===== src/rtl/traffic_phase_sequencer.sv =====
// N-approach traffic-light sequencer: rotates right-of-way through green, yellow and
// all-red clearance intervals, using one shared down-counter and per-approach walk latches.
module traffic_phase_sequencer #(
    parameter int NUM_APPROACHES = 2,
    parameter int GREEN_TIME     = 55,
    parameter int YELLOW_TIME    = 5,
    parameter int ALLRED_TIME    = 30,
    parameter int PED_EXTEND     = 10,
    localparam int GMAX = GREEN_TIME + PED_EXTEND,
    localparam int DMAX = (GMAX > YELLOW_TIME)
                        ? ((GMAX > ALLRED_TIME) ? GMAX : ALLRED_TIME)
                        : ((YELLOW_TIME > ALLRED_TIME) ? YELLOW_TIME : ALLRED_TIME),
    localparam int TW   = $clog2(DMAX + 1),
    localparam int IW   = (NUM_APPROACHES > 2) ? $clog2(NUM_APPROACHES) : 1
) (
    input  logic                      clk_i,
    input  logic                      reset_ni,
    input  logic                      hold_i,
    input  logic [NUM_APPROACHES-1:0] ped_req_i,
    output logic [NUM_APPROACHES-1:0] green_o,
    output logic [NUM_APPROACHES-1:0] yellow_o,
    output logic [NUM_APPROACHES-1:0] red_o,
    output logic [NUM_APPROACHES-1:0] walk_o,
    output logic [IW-1:0]             active_idx_o,
    output logic [1:0]                phase_o,
    output logic                      cycle_done_o
);

    // ALLRED: clearance, nobody moves | GREEN: active_idx moves | YELLOW: active_idx stopping
    typedef enum logic [1:0] {
        ALLRED = 2'd0,
        GREEN  = 2'd1,
        YELLOW = 2'd2
    } phase_e;

    phase_e                    phase_q, phase_d;
    logic [IW-1:0]             idx_q, idx_d, idx_nx;
    logic [TW-1:0]             timer_q, timer_d;
    logic [NUM_APPROACHES-1:0] pend_q, pend_d;
    logic [NUM_APPROACHES-1:0] green_q, green_d, yellow_q, yellow_d;
    logic [NUM_APPROACHES-1:0] red_q, red_d, walk_q, walk_d;
    logic                      serve_q, serve_d;
    logic                      first_q, first_d;
    logic                      done_q, done_d;

    assign idx_nx = (idx_q == IW'(NUM_APPROACHES - 1)) ? '0 : idx_q + IW'(1);

    always_comb begin
        phase_d = phase_q;
        idx_d   = idx_q;
        timer_d = timer_q;
        pend_d  = pend_q | ped_req_i;
        serve_d = serve_q;
        first_d = first_q;
        done_d  = 1'b0;

        if (!hold_i) begin
            if (timer_q != '0) begin
                timer_d = timer_q - TW'(1);
            end else begin
                case (phase_q)
                    ALLRED: begin
                        phase_d         = GREEN;
                        idx_d           = idx_nx;
                        serve_d         = pend_q[idx_nx] | ped_req_i[idx_nx];
                        pend_d[idx_nx]  = 1'b0;
                        timer_d         = serve_d ? TW'(GREEN_TIME + PED_EXTEND - 1)
                                                  : TW'(GREEN_TIME - 1);
                        first_d         = 1'b0;
                    end
                    GREEN: begin
                        phase_d = YELLOW;
                        timer_d = TW'(YELLOW_TIME - 1);
                        serve_d = 1'b0;
                    end
                    default: begin
                        phase_d = ALLRED;
                        timer_d = TW'(ALLRED_TIME - 1);
                    end
                endcase
            end
            // The post-reset clearance also sits on the last approach, hence first_d.
            done_d = (phase_d == ALLRED) && (timer_d == '0)
                  && (idx_d == IW'(NUM_APPROACHES - 1)) && !first_d;
        end

        for (int i = 0; i < NUM_APPROACHES; i++) begin
            green_d[i]  = (phase_d == GREEN)  && (idx_d == IW'(i));
            yellow_d[i] = (phase_d == YELLOW) && (idx_d == IW'(i));
            walk_d[i]   = (phase_d == GREEN)  && (idx_d == IW'(i)) && serve_d;
        end
        red_d = ~(green_d | yellow_d);
    end

    always_ff @(posedge clk_i) begin
        if (!reset_ni) begin
            phase_q  <= ALLRED;
            idx_q    <= IW'(NUM_APPROACHES - 1);
            timer_q  <= TW'(ALLRED_TIME - 1);
            pend_q   <= '0;
            serve_q  <= 1'b0;
            first_q  <= 1'b1;
            done_q   <= 1'b0;
            green_q  <= '0;
            yellow_q <= '0;
            red_q    <= '1;
            walk_q   <= '0;
        end else begin
            phase_q  <= phase_d;
            idx_q    <= idx_d;
            timer_q  <= timer_d;
            pend_q   <= pend_d;
            serve_q  <= serve_d;
            first_q  <= first_d;
            done_q   <= done_d;
            green_q  <= green_d;
            yellow_q <= yellow_d;
            red_q    <= red_d;
            walk_q   <= walk_d;
        end
    end

    assign green_o      = green_q;
    assign yellow_o     = yellow_q;
    assign red_o        = red_q;
    assign walk_o       = walk_q;
    assign active_idx_o = idx_q;
    assign phase_o      = phase_q;
    assign cycle_done_o = done_q;

endmodule

===== config.mk =====
export PLATFORM = sky130hd
export DESIGN_NAME = traffic_phase_sequencer
export DESIGN_NICKNAME = d
export VERILOG_FILES = /design/src/rtl/traffic_phase_sequencer.sv
export SDC_FILE = /design/constraint.sdc
export NUM_CORES = 1
export LEC_CHECK = 0
export BUFFER_PORTS_ARGS = -buffer_cell sky130_fd_sc_hd__buf_2
export CORE_ASPECT_RATIO = 0.8
export CORE_UTILIZATION = 59
export DETAILED_ROUTE_END_ITERATION = 16
export GPL_ROUTABILITY_DRIVEN = 1
export GPL_TIMING_DRIVEN = 0
export PLACE_DENSITY = 0.93
export SYNTH_ARGS = -nofsm -noshare
export SYNTH_HDL_FRONTEND = slang
export SYNTH_SLANG_ARGS = --single-unit

===== constraint.sdc =====
create_clock -name clk_i -period 3.07 [get_ports clk_i]
set_input_delay 0.307 -clock clk_i [delete_from_list [all_inputs] [get_ports clk_i]]
set_output_delay 0.307 -clock clk_i [all_outputs]
set_load 0.02 [all_outputs]

==> results.json, run 1 <==
{
  "insertion_delay_ns": 0.31,
  "finalHoldViolCount": 0,
  "synth.distinct_cells": 46,
  "ctsHoldBuffers": 0,
  "power_density_nw_per_um2": 385,
  "rsz0062_at_grt": "false",
  "multi_input_comb_area_sq_um": 649,
  "crit_fanout": 6,
  "yosys-top-cells-area": "dfxtp_1 39%, nor2_1 4.5%, o21ai_0 3.9%",
  "cp-end-kind": "flop",
  "cts_root_buf": "clkbuf_4",
  "grt_max_degree": 13,
  "hold_path_end": "pend_q[1]",
  "finalPower_w": 0.000498,
  "path_clk_slew_ns": 0.12,
  "totalWireLength_microns": 2710,
  "worstPathArrival_ns": 2.19,
  "ys_seq_area_share_pct": 39.4,
  "clk_path_buf_depth": 2,
  "areaGrowthSynthToFinish_pct": 11.0,
  "finClkSkew_ns": 0.00199,
  "hp-class": "input pin to flop",
  "tns_ns": 0,
  "vias": 1145,
  "async_flop_share_pct": 0,
  "syn-instance-count": 140,
  "synth_most_common_cell": "dfxtp_1",
  "cts.sinks": 23,
  "grt_pass1_vias": 940,
  "overflow": 0,
  "place_area_sq_um": 1270,
  "avgSynthCellArea_sq_um": 8.34,
  "start_util_pct": 67.1,
  "tightest_slew_ns": 0.826,
  "synth_edf_count": 0,
  "peakVddDrop_mv": 0.413,
  "worstReg2RegStart": "timer_q[0]",
  "cts_setup_buffers": 0,
  "synth-main-ff-cell": "dfxtp_1",
  "cts_buffers": 3,
  "diodes": 0,
  "rrSetupSlack_ns": 1.11,
  "ys_warn_count": 0,
  "netlist_area_sq_um": 1170,
  "status": "finished, final reports clean",
  "grt_antenna_before_repair": 0,
  "period_share_pct": 63.7,
  "tritoncts": "built",
  "io_buffers": 15,
  "critPathLaunchType": "flop",
  "die_x_microns": 51.7,
  "ys_ff_latch": 23,
  "worstPathRequired_ns": 3.31,
  "viasPerCell": 6.33,
  "hp-start": "ped_req_i[1]",
  "ctsResizeCount": 0,
  "die_y_microns": 41.8,
  "drt_iter0_markers": 54,
  "ant_nets": 0,
  "fillCellCount": 132,
  "synth_nets": 147,
  "std_cell_rows": 13,
  "nets": 167,
  "final_area_sq_um": 1300,
  "synth_top_cell_by_area": "dfxtp_1",
  "core_sq_um": 1740,
  "finalSetupViolCount": 0,
  "report.final.slew_viol_count": 0,
  "crit_type": "flop to flop",
  "fin_crit_ns": 1.96,
  "wl_per_cell_microns": 15.0,
  "drive_gt1_share_pct": 17.6,
  "p_leak_nw": 0.511,
  "synth_top_area_share_pct": 39.4,
  "grt_first_pass_wirelength_microns": 4260,
  "io_pins": 17,
  "max-cap-violations": 0,
  "max-slew-margin-rel_pct": 44.5,
  "ys_top_cells_by_count": "23 x dfxtp_1, 14 x nor2_1, 12 x nand2_1",
  "r2r-end": "walk_o[0]",
  "regArea_sq_um": 460,
  "dp_hpwl_microns": 2010,
  "die_area_sq_um": 2160,
  "grt_usage_pct": 26.8,
  "drc": 0,
  "htreeDepth": 1,
  "r2r_cells": 6,
  "fmax_mhz": 511,
  "gp_congestion": 0.974,
  "dr.pass1.iters": 4,
  "min_path_cells": 2
}
[metal layers]
metal  GRT usage [%]  share of wire, %  vias up
met1            37.2                44      505
met3            9.52                11       17
met2            37.9                43       75
li1                -                 -      548
met5               0                 0        -
met4            9.19               2.4        0
[cell usage in the layout, fill, tap and decap left out, types with 2 or more instances in the layout]
cell      synthesis  routed
nor2_1           14      14
inv_1             4       4
ha_1              2       2
a211oi_1          2       2
dfxtp_1          23      23
or2_2             2       2
a31oi_1           4       4
nand2b_1          2       2
a21boi_0          3       3
nand3_1           3       3
nand3b_1          2       2
nor4b_1           3       3
nor3b_1           2       2
clkbuf_1          6       7
nor3_1            7       7
nand2_1          12      12
buf_2             1      16
o21ai_0           9       9
nor2b_1           4       4
o31ai_1           2       2
and3_1            3       3
o211ai_1          2       2
clkbuf_4          0       3
a21oi_1           5       5
[state kept, by name, summed over array words and instances (netlist names), 2 cells and up]
signal,flops
phase_o,2
green_o,2
yellow_o,2
timer_q,7
red_o,2
walk_o,2
pend_q,2
[per-stage QoR]
stage	util (%)	std cells	hold slack [ns]	setup WS (ns)
global route	74.5	181	0.253	0.915
detailed placement	73.0	177	0.448	1.14
global placement	73.0	177	0.432	1.31
finish	74.5	181	0.268	1.11
CTS	74.5	181	0.264	1.10
floorplan	-	140	0.423	1.47
[worst max-delay path, stage by stage, from the launching register on]
cell and delay, ns:
dfxtp_1 0.35, inv_1 0.10, ha_1 0.23, nor3b_1 0.41
nand3_1 0.32, a21boi_0 0.23, a211oi_1 0.24
[final cells by class]
| cell class | count | share of cell area, % |
|---|---|---|
| clock buffer | 4 | 2.03 |
| sequential | 23 | 35.5 |
| multi-input combinational | 104 | 50.1 |
| tap | 22 | 2.12 |
| buffer | 8 | 2.99 |
| inverter | 5 | 1.45 |
| timing repair buffer | 15 | 5.79 |
[where the power goes]
| part | internal (W) | switching, W |
|---|---|---|
| logic | 0.0000206 | 0.0000323 |
| registers | 0.000303 | 0.00000335 |
| clock network | 0.0000509 | 0.0000879 |
[how the worst max path moves through the flow]
stage          startpoint     endpoint  depth (start not counted)
6_report       timer_q[0]    walk_o[0]                          6
4_1_cts        timer_q[0]    walk_o[0]                          6
3_3_place_gp   timer_q[0]    walk_o[0]                          6
2_1_floorplan  timer_q[2]  yellow_o[0]                          5
3_5_place_dp   timer_q[0]    walk_o[0]                          6
5_1_grt        timer_q[0]    walk_o[0]                          6
[cell families after synthesis]
| logic type | count (synthesis) | share of synthesized area, % |
|---|---|---|
| DFF | 23 | 39.4 |
| muxes | 2 | 1.82 |
| xor gates and xnor gates | 1 | 0.750 |
| buffers and inverters | 13 | 4.93 |
| and+or+nand+nor | 62 | 29.6 |
| adders and majority gates | 2 | 2.14 |
| AOI/OAI and AO/OA | 37 | 21.3 |
No activity file was read; power rests on OpenSTA's default activity.
==> run 2: changes to the inputs <==
--- a/config.mk
+++ b/config.mk
@@ -7,11 +7,11 @@
 export LEC_CHECK = 0
 export BUFFER_PORTS_ARGS = -buffer_cell sky130_fd_sc_hd__buf_2
 export CORE_ASPECT_RATIO = 0.8
-export CORE_UTILIZATION = 59
+export CORE_UTILIZATION = 55
 export DETAILED_ROUTE_END_ITERATION = 16
 export GPL_ROUTABILITY_DRIVEN = 1
 export GPL_TIMING_DRIVEN = 0
-export PLACE_DENSITY = 0.93
+export PLACE_DENSITY = 0.88
 export SYNTH_ARGS = -nofsm -noshare
 export SYNTH_HDL_FRONTEND = slang
 export SYNTH_SLANG_ARGS = --single-unit
==> constraint.sdc (replaced) <==
create_clock -name clk_i -period 2.05 [get_ports clk_i]
set_input_delay 0.205 -clock clk_i [delete_from_list [all_inputs] [get_ports clk_i]]
set_output_delay 0.205 -clock clk_i [all_outputs]
set_load 0.02 [all_outputs]
==> run 2 against run 1 <==
Effect of this change: combinational power up 50%; sequential cell count unchanged; clock power up 53%; core utilization down 7.4 points; register-to-register slack worse by 0.90 ns; final cell count up 1.1%; die area up 7.0%; critical path type unchanged; largest power group unchanged.
==> results.json, run 2 (synthesized netlist as in run 1, its figures left out) <==
{
  "finalHoldViolCount": 0,
  "die_x_microns": 53.5,
  "die_area_sq_um": 2310,
  "drc": 0,
  "crit_fanout": 6,
  "crit_type": "flop to flop",
  "tritoncts": "built",
  "tightest_slew_ns": 0.834,
  "cts.sinks": 23,
  "dp_hpwl_microns": 1950,
  "grt_first_pass_wirelength_microns": 4420,
  "path_clk_slew_ns": 0.13,
  "peakVddDrop_mv": 0.422,
  "postLayoutCoreUtil_pct": 67.1,
  "std_cell_rows": 14,
  "grt_usage_pct": 26.5,
  "period_share_pct": 89.4,
  "critPathLaunchType": "flop",
  "gp_congestion": 1.02,
  "overflow": 0,
  "report.final.slew_viol_count": 0,
  "io_buffers": 15,
  "power_density_nw_per_um2": 576,
  "final_area_sq_um": 1310,
  "final_common_cell": "dfxtp_1",
  "grt_antenna_before_repair": 0,
  "drive_gt1_share_pct": 18.9,
  "critPathSlowestCell": "nor3_1",
  "insertion_delay_ns": 0.32,
  "diodes": 0,
  "cp_cell_sequence": "inv_1 -> ha_1 -> or2b_1 -> nor3_1 -> a21oi_1 -> o21ai_0",
  "place_area_sq_um": 1270,
  "layout_common_cells": "23 x dfxtp_1, 16 x buf_2, 14 x nor2_1",
  "fin_crit_ns": 1.83,
  "p_leak_nw": 0.516,
  "vias": 1131,
  "cts_buffers": 3,
  "clk_path_buf_depth": 2,
  "worstPathArrival_ns": 2.09,
  "viasPerCell": 6.18,
  "die_y_microns": 43.2,
  "areaGrowthSynthToFinish_pct": 11.8,
  "slowest_delay_ns": 0.41,
  "max-cap-violations": 0,
  "max-slew-margin-rel_pct": 43.9,
  "fmax_mhz": 545,
  "cts_root_buf": "clkbuf_4",
  "core_sq_um": 1940,
  "tns_ns": 0,
  "drt_iter0_markers": 55,
  "worstPathRequired_ns": 2.30,
  "top_register": "timer_q",
  "nets": 167,
  "finalSetupViolCount": 0,
  "grt_pass1_vias": 999,
  "start_util_pct": 60.0,
  "cp_num_buf_inv": 1,
  "status": "finished, final reports clean",
  "io_pins": 17,
  "htreeDepth": 1,
  "hp-class": "input pin to flop",
  "finClkSkew_ns": 0.00686,
  "cp-end-kind": "flop",
  "finalPower_w": 0.000751,
  "hold_ws_ns": 0.170,
  "totalWireLength_microns": 2690,
  "wl_per_cell_microns": 14.7,
  "largest_reg_flops": 7,
  "dr.pass1.iters": 4,
  "rsz0062_at_grt": "false",
  "grt_max_degree": 14,
  "ant_nets": 0,
  "cpLargestDelayFamily": "simple AND/OR/NAND/NOR gates"
}
==> run 2: cell types whose count changed in the layout (fill, tap and decap cells not counted) <==
cell      before  now
clkinv_2       0    1
nor3b_1        2    1
nor3b_2        0    1
clkbuf_1       7    6
==> run 2: layout make-up <==
class                      count  area (sq um)
multi-input combinational    104           654
fill                         167           639
sequential                    23           460
timing repair buffer          15          75.1
buffer                         8          38.8
tap                           24          30.0
clock buffer                   3          22.5
inverter                       5          18.8
clock inverter                 1          5.00
==> run 2: worst paths after layout <==
path | depth (start not counted) | endpoint | from | slack (ns)
setup reg to reg | 6 | active_idx_o | timer_q[0] | 0.22
hold reg to reg | 2 | first_q | first_q | 0.45
setup / recovery | 6 | active_idx_o | timer_q[0] | 0.22
hold / removal | 2 | pend_q[1] | ped_req_i[1] | 0.17
==> run 2: through the flow <==
step / setup slack (ns) / std cells
final: 0.217 / 183
after detailed placement: 0.154 / 179
after floorplan: 0.450 / 140
after global routing: 0.105 / 183
after CTS: 0.120 / 183
after global placement: 0.274 / 179
==> run 2: layer usage <==
| metal | wire, microns | GRT usage [%] | part of all wire [%] |
|---|---|---|---|
| met5 | 0 | 0 | 0 |
| met4 | 33 | 6.32 | 1.2 |
| met3 | 256 | 8.96 | 9.5 |
| met2 | 1180 | 39.8 | 44 |
| met1 | 1220 | 35.9 | 45 |
==> run 2: repair_timing <==
action                     4_1_cts  5_1_grt
hold buffers                     0        0
setup endpoints to repair        0        1
gates resized for setup          0        1
setup buffers                    0        0
==> run 2: where the power goes <==
| group | internal (W) | leakage [nW] | switching (W) |
|---|---|---|---|
| combinational | 0.0000312 | 0.311 | 0.0000480 |
| clock | 0.0000732 | 0.0177 | 0.000139 |
| sequential | 0.000455 | 0.187 | 0.00000493 |
